File: config.mk
export PLATFORM = sky130hd
export DESIGN_NAME = uart_div_ctrl
export DESIGN_NICKNAME = d
export VERILOG_FILES = /design/src/rtl/uart_div_ctrl.sv
export SDC_FILE = /design/constraint.sdc
export NUM_CORES = 1
export LEC_CHECK = 0
export ABC_AREA = 0
export BUFFER_PORTS_ARGS = -buffer_cell sky130_fd_sc_hd__buf_2
export CAP_MARGIN = 20
export CORE_MARGIN = 2
export CORE_UTILIZATION = 56
export DETAILED_ROUTE_END_ITERATION = 12
export HOLD_SLACK_MARGIN = 0.08
export PLACE_DENSITY = 0.85
export SYNTH_ARGS = -nofsm -noshare
export SYNTH_HDL_FRONTEND = slang
export SYNTH_SLANG_ARGS = --single-unit
File: constraint.sdc
create_clock -name clk -period 2.5 [get_ports clk]
set_input_delay 0.25 -clock clk [delete_from_list [all_inputs] [get_ports clk]]
set_output_delay 0.25 -clock clk [all_outputs]
set_load 0.02 [all_outputs]
File: src/rtl/uart_div_ctrl.sv
// Byte-stream divide controller: gathers dividend/divisor from the UART receiver,
// runs a bit-serial restoring divider and streams quotient then remainder out.
module uart_div_ctrl #(
  parameter int DATA_W      = 16,
  parameter int TIMEOUT_CYC = 416640,
  parameter int CNT_W       = 20
) (
  input  logic       clk,
  input  logic       rst,
  input  logic       rx_valid,
  input  logic [7:0] rx_data,
  input  logic       tx_ready,
  output logic       tx_valid,
  output logic [7:0] tx_data,
  output logic       busy,
  output logic       err_div0,
  output logic       frame_drop
);

  localparam int NB     = DATA_W / 8;
  localparam int NBYTES = 2 * NB;
  localparam int BC_W   = $clog2(NBYTES + 1);
  localparam int IT_W   = $clog2(DATA_W);
  localparam int TXC_W  = $clog2(NBYTES);

  localparam logic [BC_W-1:0]  FULL_CNT = BC_W'(NBYTES);
  localparam logic [CNT_W-1:0] TMO_LAST = CNT_W'(TIMEOUT_CYC - 1);
  localparam logic [IT_W-1:0]  LAST_IT  = IT_W'(DATA_W - 1);
  localparam logic [TXC_W-1:0] LAST_TX  = TXC_W'(NBYTES - 1);

  typedef enum logic [1:0] {S_RX, S_DIV, S_TX} state_t;

  state_t              state_q;
  logic [BC_W-1:0]     byte_cnt_q;
  logic [CNT_W-1:0]    tmo_q;
  logic [2*DATA_W-1:0] op_q;
  logic [DATA_W-1:0]   rem_q;
  logic [DATA_W-1:0]   quo_q;
  logic [IT_W-1:0]     iter_q;
  logic [2*DATA_W-1:0] txbuf_q;
  logic [TXC_W-1:0]    tx_cnt_q;
  logic                tx_valid_q;
  logic [7:0]          tx_data_q;
  logic                busy_q;
  logic                err_q;
  logic                drop_q;

  logic [DATA_W-1:0]   dividend;
  logic [DATA_W-1:0]   divisor;
  logic [DATA_W:0]     trial;
  logic                q_bit;
  logic [DATA_W-1:0]   rem_d;
  logic [DATA_W-1:0]   quo_d;
  logic                tmo_hit;

  assign dividend = op_q[2*DATA_W-1:DATA_W];
  assign divisor  = op_q[DATA_W-1:0];

  // quo_q starts as the dividend and shifts left; quotient bits enter at the LSB.
  // When q_bit is set the true difference is below the divisor, so the low
  // DATA_W bits of the subtraction are exact.
  always_comb begin
    trial = {rem_q, quo_q[DATA_W-1]};
    q_bit = (trial >= {1'b0, divisor});
    rem_d = q_bit ? (trial[DATA_W-1:0] - divisor) : trial[DATA_W-1:0];
    quo_d = {quo_q[DATA_W-2:0], q_bit};
  end

  assign tmo_hit = (byte_cnt_q != '0) && (tmo_q == TMO_LAST);

  always_ff @(posedge clk or negedge rst) begin
    if (!rst) begin
      state_q    <= S_RX;
      byte_cnt_q <= '0;
      tmo_q      <= '0;
      op_q       <= '0;
      rem_q      <= '0;
      quo_q      <= '0;
      iter_q     <= '0;
      txbuf_q    <= '0;
      tx_cnt_q   <= '0;
      tx_valid_q <= 1'b0;
      tx_data_q  <= '0;
      busy_q     <= 1'b0;
      err_q      <= 1'b0;
      drop_q     <= 1'b0;
    end else begin
      drop_q <= 1'b0;
      case (state_q)
        S_RX: begin
          if (byte_cnt_q == FULL_CNT) begin
            state_q    <= S_DIV;
            busy_q     <= 1'b1;
            byte_cnt_q <= '0;
            tmo_q      <= '0;
            rem_q      <= '0;
            quo_q      <= dividend;
            iter_q     <= '0;
            err_q      <= (divisor == '0);
          end else begin
            if (tmo_hit) drop_q <= 1'b1;
            if (rx_valid) begin
              op_q  <= {op_q[2*DATA_W-9:0], rx_data};
              tmo_q <= '0;
              // A byte coinciding with the timeout opens a new frame.
              if (tmo_hit || byte_cnt_q == '0) begin
                byte_cnt_q <= BC_W'(1);
                err_q      <= 1'b0;
              end else begin
                byte_cnt_q <= byte_cnt_q + 1'b1;
              end
            end else if (tmo_hit) begin
              byte_cnt_q <= '0;
              tmo_q      <= '0;
            end else if (byte_cnt_q != '0) begin
              tmo_q <= tmo_q + 1'b1;
            end
          end
        end
        S_DIV: begin
          rem_q  <= rem_d;
          quo_q  <= quo_d;
          iter_q <= iter_q + 1'b1;
          if (iter_q == LAST_IT) begin
            state_q    <= S_TX;
            tx_valid_q <= 1'b1;
            tx_data_q  <= quo_d[DATA_W-1 -: 8];
            txbuf_q    <= {quo_d, rem_d} << 8;
            tx_cnt_q   <= '0;
          end
        end
        S_TX: begin
          if (tx_ready) begin
            if (tx_cnt_q == LAST_TX) begin
              tx_valid_q <= 1'b0;
              busy_q     <= 1'b0;
              state_q    <= S_RX;
            end else begin
              tx_cnt_q  <= tx_cnt_q + 1'b1;
              tx_data_q <= txbuf_q[2*DATA_W-1 -: 8];
              txbuf_q   <= txbuf_q << 8;
            end
          end
        end
        default: state_q <= S_RX;
      endcase
    end
  end

  assign tx_valid   = tx_valid_q;
  assign tx_data    = tx_data_q;
  assign busy       = busy_q;
  assign err_div0   = err_q;
  assign frame_drop = drop_q;

endmodule

==> impl_metrics.yaml, run 1 <==
run_status:
  outcome: "finished, violations left"
  violations: "setup timing"
finish:
  final_util: 0.714
  final_nets: 787
  drive_gt1_frac: 0.202
  synthToLayoutAreaGrowth_pct: 24.1
  n_antenna_cell: 0
  stdcell_count: 909
  final_cell_area_sq_um: 8190
floorplanning:
  dieArea_sq_um: 12700
  die_x_um: 113
  ios: 24
  initial_utilization: 0.576
  rows: 39
  coreArea_sq_um: 11500
  die_h_um: 113
min_path:
  hold_path_depth: 5
  min_to: "byte_cnt_q[1]"
  hold_start: "rx_valid"
  hp-class: "primary input to flip-flop"
synthesis:
  synth_top_area_share: 0.497
  synth_area_leader_cell: "dfrtp_1"
  synth-seq-cells: 131
  synth_xor_area_frac: 0.0318
  synth-edff-count: 0
  synth_nets: 724
  synthFlopType: "dfrtp_1"
  synthTopCellsByArea: "dfrtp_1 50%, nand2_1 6.7%, o21ai_0 6.4%"
  synth.area.mux_share: 0.0747
  synth-compound-area-share: 0.163
  yosys_warnings: 0
  synthAdderAreaFrac: 0.0428
  postSynthAreaPerCell_sq_um: 9.57
  yosysMostFrequentCell: "dfrtp_1"
  syn_inst: 690
  synth_cell_types: 53
  mappedNetlistArea_sq_um: 6600
  postSynth.asyncResetShare: 1.00
  ys_seq_area_frac: 0.497
  synthSimpleGateAreaFrac: 0.157
  ys_top_cells_by_count: "131 x dfrtp_1, 117 x nand2_1, 84 x o21ai_0, 48 x nor2_1, 29 x mux2i_1"
  synth_top_family_by_area: "compound AO/OA/AOI/OAI gates"
setup_path:
  worstPathArrival_ns: 2.88
  crit_type: "flip-flop to flip-flop"
  start_kind: "flip-flop"
  required_ns: 2.79
  cp_max_fo: 5
  worst-r2r-setup-slack_ns: -0.09
  critPathSlowestCell: "dfrtp_1"
  r2r-end: "rem_q[15]"
  r2r_start: "op_q[10]"
  cp-end-kind: "flip-flop"
  cp-startpoint: "op_q[10]"
  reg2regPathDepth: 11
  cp_slowest_stage_delay_ns: 0.40
  crit_chain: "inv_2 -> ha_4 -> a211oi_4 -> nor3_1 -> a211o_1 -> a211o_1 -> a31oi_4 -> buf_12 -> buf_12 -> mux2i_4 -> o21ai_1"
clocking:
  insertion_delay_ns: 0.42
  ctsRootBufferMaster: "clkbuf_16"
  clock_path_buffers: 2
  cts_buffers: 17
  clkTransAtPathRegs_ns: 0.06
  htreeDepth: 4
  clock_sinks: 131
  cts_tree: "built"
timing:
  hold_slack_ns: 0.269
  finalSetupViolCount: 30
  rsz0062_at_grt: "true"
  relSlewSlack: 0.258
  fmax_ghz: 0.387
  period_needed_ns: 2.59
  tightest_slew_ns: 1.10
  setup_slack_ns: -0.0860
  final_max_slew_viol_count: 0
  hold_violations: 0
  fin_crit_sh: 1.03
  fin_skew_ns: 0.00720
power:
  power.switching_mw: 3.60
  p_seq_frac: 0.329
  p_clk_frac: 0.278
  p_sw_frac: 0.371
  p_total_mw: 9.72
  p_per_area_nw_per_um2: 1190
  peakVddDrop_v: 0.000704
  leakagePower_nw: 3.68
  p_int_mw: 6.12
  comb_power_share: 0.393
routing:
  routedWlPerCell_um: 18.9
  dr.first_iter.drc_count: 422
  routed_via_density: 6.08
  dr.pass1.iters: 6
  drc: 0
  vias: 5527
  drtAntennaViolNets: 0
  routed_wirelength_um: 17200
global_routing:
  grt_pass1_wl_um: 28200
  grt_max_degree: 53
  grtUsageTotal: 0.287
  grt_pass1_vias: 5648
  antenna_found_initial: 0
  grt-ovfl-total: 0
placed_design:
  place_inst: 860
  dp_hpwl_um: 11400
  portBuffers: 23
  gp_congestion: 0.946
  placed_cell_area_sq_um: 7090
run:
  drv_cap: 0
-- how the worst max path moves through the flow --
| stage | endpoint |
|---|---|
| 4_1_cts | txbuf_q[11] |
| 2_1_floorplan | rem_q[15] |
| 3_5_place_dp | rem_q[3] |
| 5_1_grt | txbuf_q[14] |
| 6_report | rem_q[15] |
| 3_3_place_gp | rem_q[3] |
-- worst max-delay path, delay by kind of cell (launching register included) --
kind            cells  cell delay, ns
flops               1            0.40
buf+inv             3            0.41
mux                 1            0.26
simple gates        1            0.07
compound gates      5            1.10
fa+ha+maj           1            0.22
-- placed cells by master, fill, tap and decap left out, types with 6 or more instances in the layout --
| cell | count |
|---|---|
| ha_1 | 16 |
| dlygate4sd3_1 | 10 |
| nand3_1 | 14 |
| a21oi_1 | 21 |
| a21o_1 | 7 |
| mux2_2 | 18 |
| o21ai_1 | 21 |
| nor3_1 | 6 |
| o31ai_1 | 9 |
| a31oi_1 | 20 |
| buf_12 | 7 |
| xnor2_1 | 9 |
| buf_4 | 37 |
| clkbuf_16 | 17 |
| inv_1 | 19 |
| nand2_1 | 117 |
| nor2_1 | 47 |
| nor4_1 | 6 |
| a22oi_1 | 7 |
| mux2i_1 | 15 |
| buf_2 | 22 |
| dfrtp_1 | 130 |
| nand2b_1 | 10 |
| o21ai_0 | 59 |
| mux2i_4 | 14 |
| nand4_1 | 7 |
| and3_1 | 10 |
| o21ai_2 | 7 |
| xor2_1 | 15 |
-- stage by stage --
| step | setup slack (ns) | TNS (ns) |
|---|---|---|
| 2_1_floorplan | 0.0119 | 0 |
| 3_3_place_gp | -0.199 | -3.38 |
| 3_5_place_dp | -0.211 | -3.54 |
| 4_1_cts | -0.0907 | -1.66 |
| 5_1_grt | -0.156 | -3.53 |
| 6_report | -0.0860 | -1.46 |
-- flip-flops by register name, indices dropped and copies added (netlist names), 2 cells and up --
register,count
state_q,2
byte_cnt_q,3
tmo_q,20
op_q,32
txbuf_q,24
tx_data,8
quo_q,16
rem_q,16
tx_cnt_q,2
iter_q,4
-- power groups by stage --
stage          sequential, mW  combinational (mW)  clock (mW)
5_1_grt                  3.25                4.17        2.84
6_report                 3.19                3.82        2.70
3_3_place_gp             3.15                3.04           0
3_5_place_dp             3.20                3.16           0
4_1_cts                  3.17                3.67        2.73
2_1_floorplan            3.12                2.16           0
-- logic make-up (layout without fill, tap and decap cells) --
logic type,after synthesis,after routing
AO/OA/AOI/OAI,178,178
AND/OR/NAND/NOR,234,234
buffers and inverters,54,130
XOR/XNOR,24,24
multiplexers,47,47
flip-flops,131,131
adder cells (fa/ha/maj),22,22
-- layout make-up --
type / count / area [sq um]
clock inverters: 13 / 208
inverters: 21 / 78.8
fillers: 793 / 3270
flip-flops and latches: 131 / 3280
clock buffers: 19 / 433
repair buffers: 77 / 639
well taps: 143 / 179
multi-input cells: 505 / 3380
-- layer usage --
metal	global-route usage	part of all wire
met5	0	0
met4	0.159	0.045
met3	0.0686	0.059
met2	0.459	0.49
met1	0.360	0.41
-- timing repair --
| item | 4_1_cts | 5_1_grt |
|---|---|---|
| setup buffers | 7 | 1 |
| endpoints found under the setup margin | 30 | 34 |
| pin swaps | 14 | 9 |
| endpoints found under the hold margin | 53 | 0 |
| cloned | 2 | 0 |
| hold buffers | 10 | 0 |
| resized for setup | 57 | 29 |
Note: power is estimated with default switching activity, not from simulation.
==> run 2: changes to the inputs <==
- SETUP_SLACK_MARGIN: not set -> 0.1
- TNS_END_PERCENT: not set -> 30
==> run 2 against run 1 <==
  * Total power grew 1.3%
  * Die area is the same
  * Clock skew grew 0.0017 ns
  * Largest cell class unchanged
  * Count of clock-buffer cells in the layout is the same
  * The flow still finishes with violations (setup timing)
==> impl_metrics.yaml, run 2 (same netlist as run 1, synthesis figures left out) <==
floorplanning:
  die_x_um: 113
  dieArea_sq_um: 12700
  ios: 24
  die_h_um: 113
  rows: 39
  coreArea_sq_um: 11500
  initial_utilization: 0.576
placed_design:
  dp_hpwl_um: 11000
  gp_congestion: 1.00
  portBuffers: 23
  place_inst: 859
finish:
  drive_gt1_frac: 0.223
  top_register: "op_q"
  synthToLayoutAreaGrowth_pct: 25.8
  layout_commonest_cell: "dfrtp_1"
  largest_reg_flops: 32
  n_antenna_cell: 0
  top_regs: "op_q (32), txbuf_q (24), tmo_q (20)"
  final_nets: 796
  stdcell_count: 918
  layout.cells.most_common_list: "129 x dfrtp_1, 117 x nand2_1, 69 x o21ai_0, 47 x nor2_1, 46 x buf_4"
timing:
  tightest_slew_ns: 1.04
  final_max_slew_viol_count: 0
  hold_slack_ns: 0.206
  setup_slack_ns: -0.0990
  period_needed_ns: 2.60
  fmax_ghz: 0.385
  fin_crit_sh: 1.04
  hold_violations: 0
  relSlewSlack: 0.303
  fin_skew_ns: 0.00889
  rsz0062_at_grt: "true"
  finalSetupViolCount: 32
routing:
  routedWlPerCell_um: 18.9
  routed_via_density: 6.16
  dr.first_iter.drc_count: 573
  routed_wirelength_um: 17400
  drtAntennaViolNets: 0
  drc: 0
  dr.pass1.iters: 5
  vias: 5652
run_status:
  outcome: "finished, violations left"
  violations: "setup timing"
setup_path:
  worst-r2r-setup-slack_ns: -0.1
  cp-startpoint: "rem_q[10]"
  start_kind: "flip-flop"
  cp_max_fo: 6
  cp-end-kind: "flip-flop"
  crit_type: "flip-flop to flip-flop"
  r2r_start: "rem_q[10]"
  reg2regPathDepth: 10
  worstPathArrival_ns: 2.90
  r2r-end: "rem_q[6]"
  required_ns: 2.80
power:
  p_per_area_nw_per_um2: 1190
  peakVddDrop_v: 0.000734
  p_total_mw: 9.85
  leakagePower_nw: 3.73
clocking:
  htreeDepth: 4
  cts_buffers: 17
  cts_tree: "built"
  clkTransAtPathRegs_ns: 0.06
  clock_path_buffers: 2
  ctsRootBufferMaster: "clkbuf_16"
  insertion_delay_ns: 0.43
  clock_sinks: 131
global_routing:
  use_met2: 0.460
  antenna_found_initial: 0
  grt_use_met3: 0.0632
  grt_pass1_wl_um: 28200
  grtUsageTotal: 0.285
  grt_use_met1: 0.364
  top_usage_layer: "met2"
  grt_max_degree: 59
  grt-ovfl-total: 0
  grt_pass1_vias: 5663
run:
  drv_cap: 0
min_path:
  hp-class: "primary input to asynchronous set/reset pin"
run 2: cell count changes in the layout (fill, tap and decap cells not counted), sizes merged:
| cell | change |
|---|---|
| clkinvlp | +1 |
| buf | +7 |
| clkbuf | +1 |
| bufbuf | +1 |
| bufinv | -1 |
run 2: final cells by class:
type,count,area (sq um)
clock buffers,19,443
clock inverters,13,181
fillers,755,3160
inverters,21,78.8
multi-input cells,505,3410
flip-flops and latches,131,3280
well taps,143,179
repair buffers,86,732
run 2: worst max-delay path by stage:
stage                  end  cells after the start
6_report          rem_q[6]                     10
2_1_floorplan     rem_q[4]                     10
3_5_place_dp   txbuf_q[19]                      9
5_1_grt           rem_q[0]                      9
3_3_place_gp   txbuf_q[19]                     10
4_1_cts          rem_q[10]                     11
run 2: worst max-delay path, stage by stage, from the launching register on:
cell	delay (ns)
dfrtp_2	0.47
ha_2	0.24
a211oi_4	0.22
nor3_1	0.08
a211o_1	0.24
a211o_1	0.29
a31oi_4	0.27
buf_6	0.15
buf_12	0.14
mux2i_2	0.25
o21ai_0	0.11
run 2: stage by stage:
step / setup WS, ns / TNS, ns / utilization / cell area, sq um
final: -0.0990 / -1.71 / 0.724 / 8300
after detailed placement: -0.0918 / -1.17 / 0.617 / 7070
after CTS: 0.0163 / 0 / 0.703 / 8070
after floorplan: 0.0383 / 0 / - / 6610
after global routing: -0.207 / -4.19 / 0.724 / 8300
after global placement: -0.0648 / -0.150 / 0.617 / 7070
run 2: repair_timing:
action / in CTS / in global routing
pin swaps: 11 / 10
gates cloned: 2 / 1
buffers inserted: 10 / 4
endpoints found under the hold margin: 140 / 0
hold buffers: 10 / 0
setup endpoints to repair: 33 / 39
resized for setup: 33 / 41
run 2: routing by layer:
metal | vias up | share of wire | wire (um)
li1 | 2575 | - | -
met1 | 2791 | 0.40 | 6920
met2 | 234 | 0.49 | 8580
met3 | 52 | 0.071 | 1240
met4 | 0 | 0.036 | 626
met5 | - | 0 | 0
run 2: power by group:
group          internal [mW]  switching (mW)  total, mW
clock                   1.69           0.942       2.63
combinational           1.77            2.26       4.04
sequential              2.71           0.471       3.18
total                   6.17            3.68       9.85
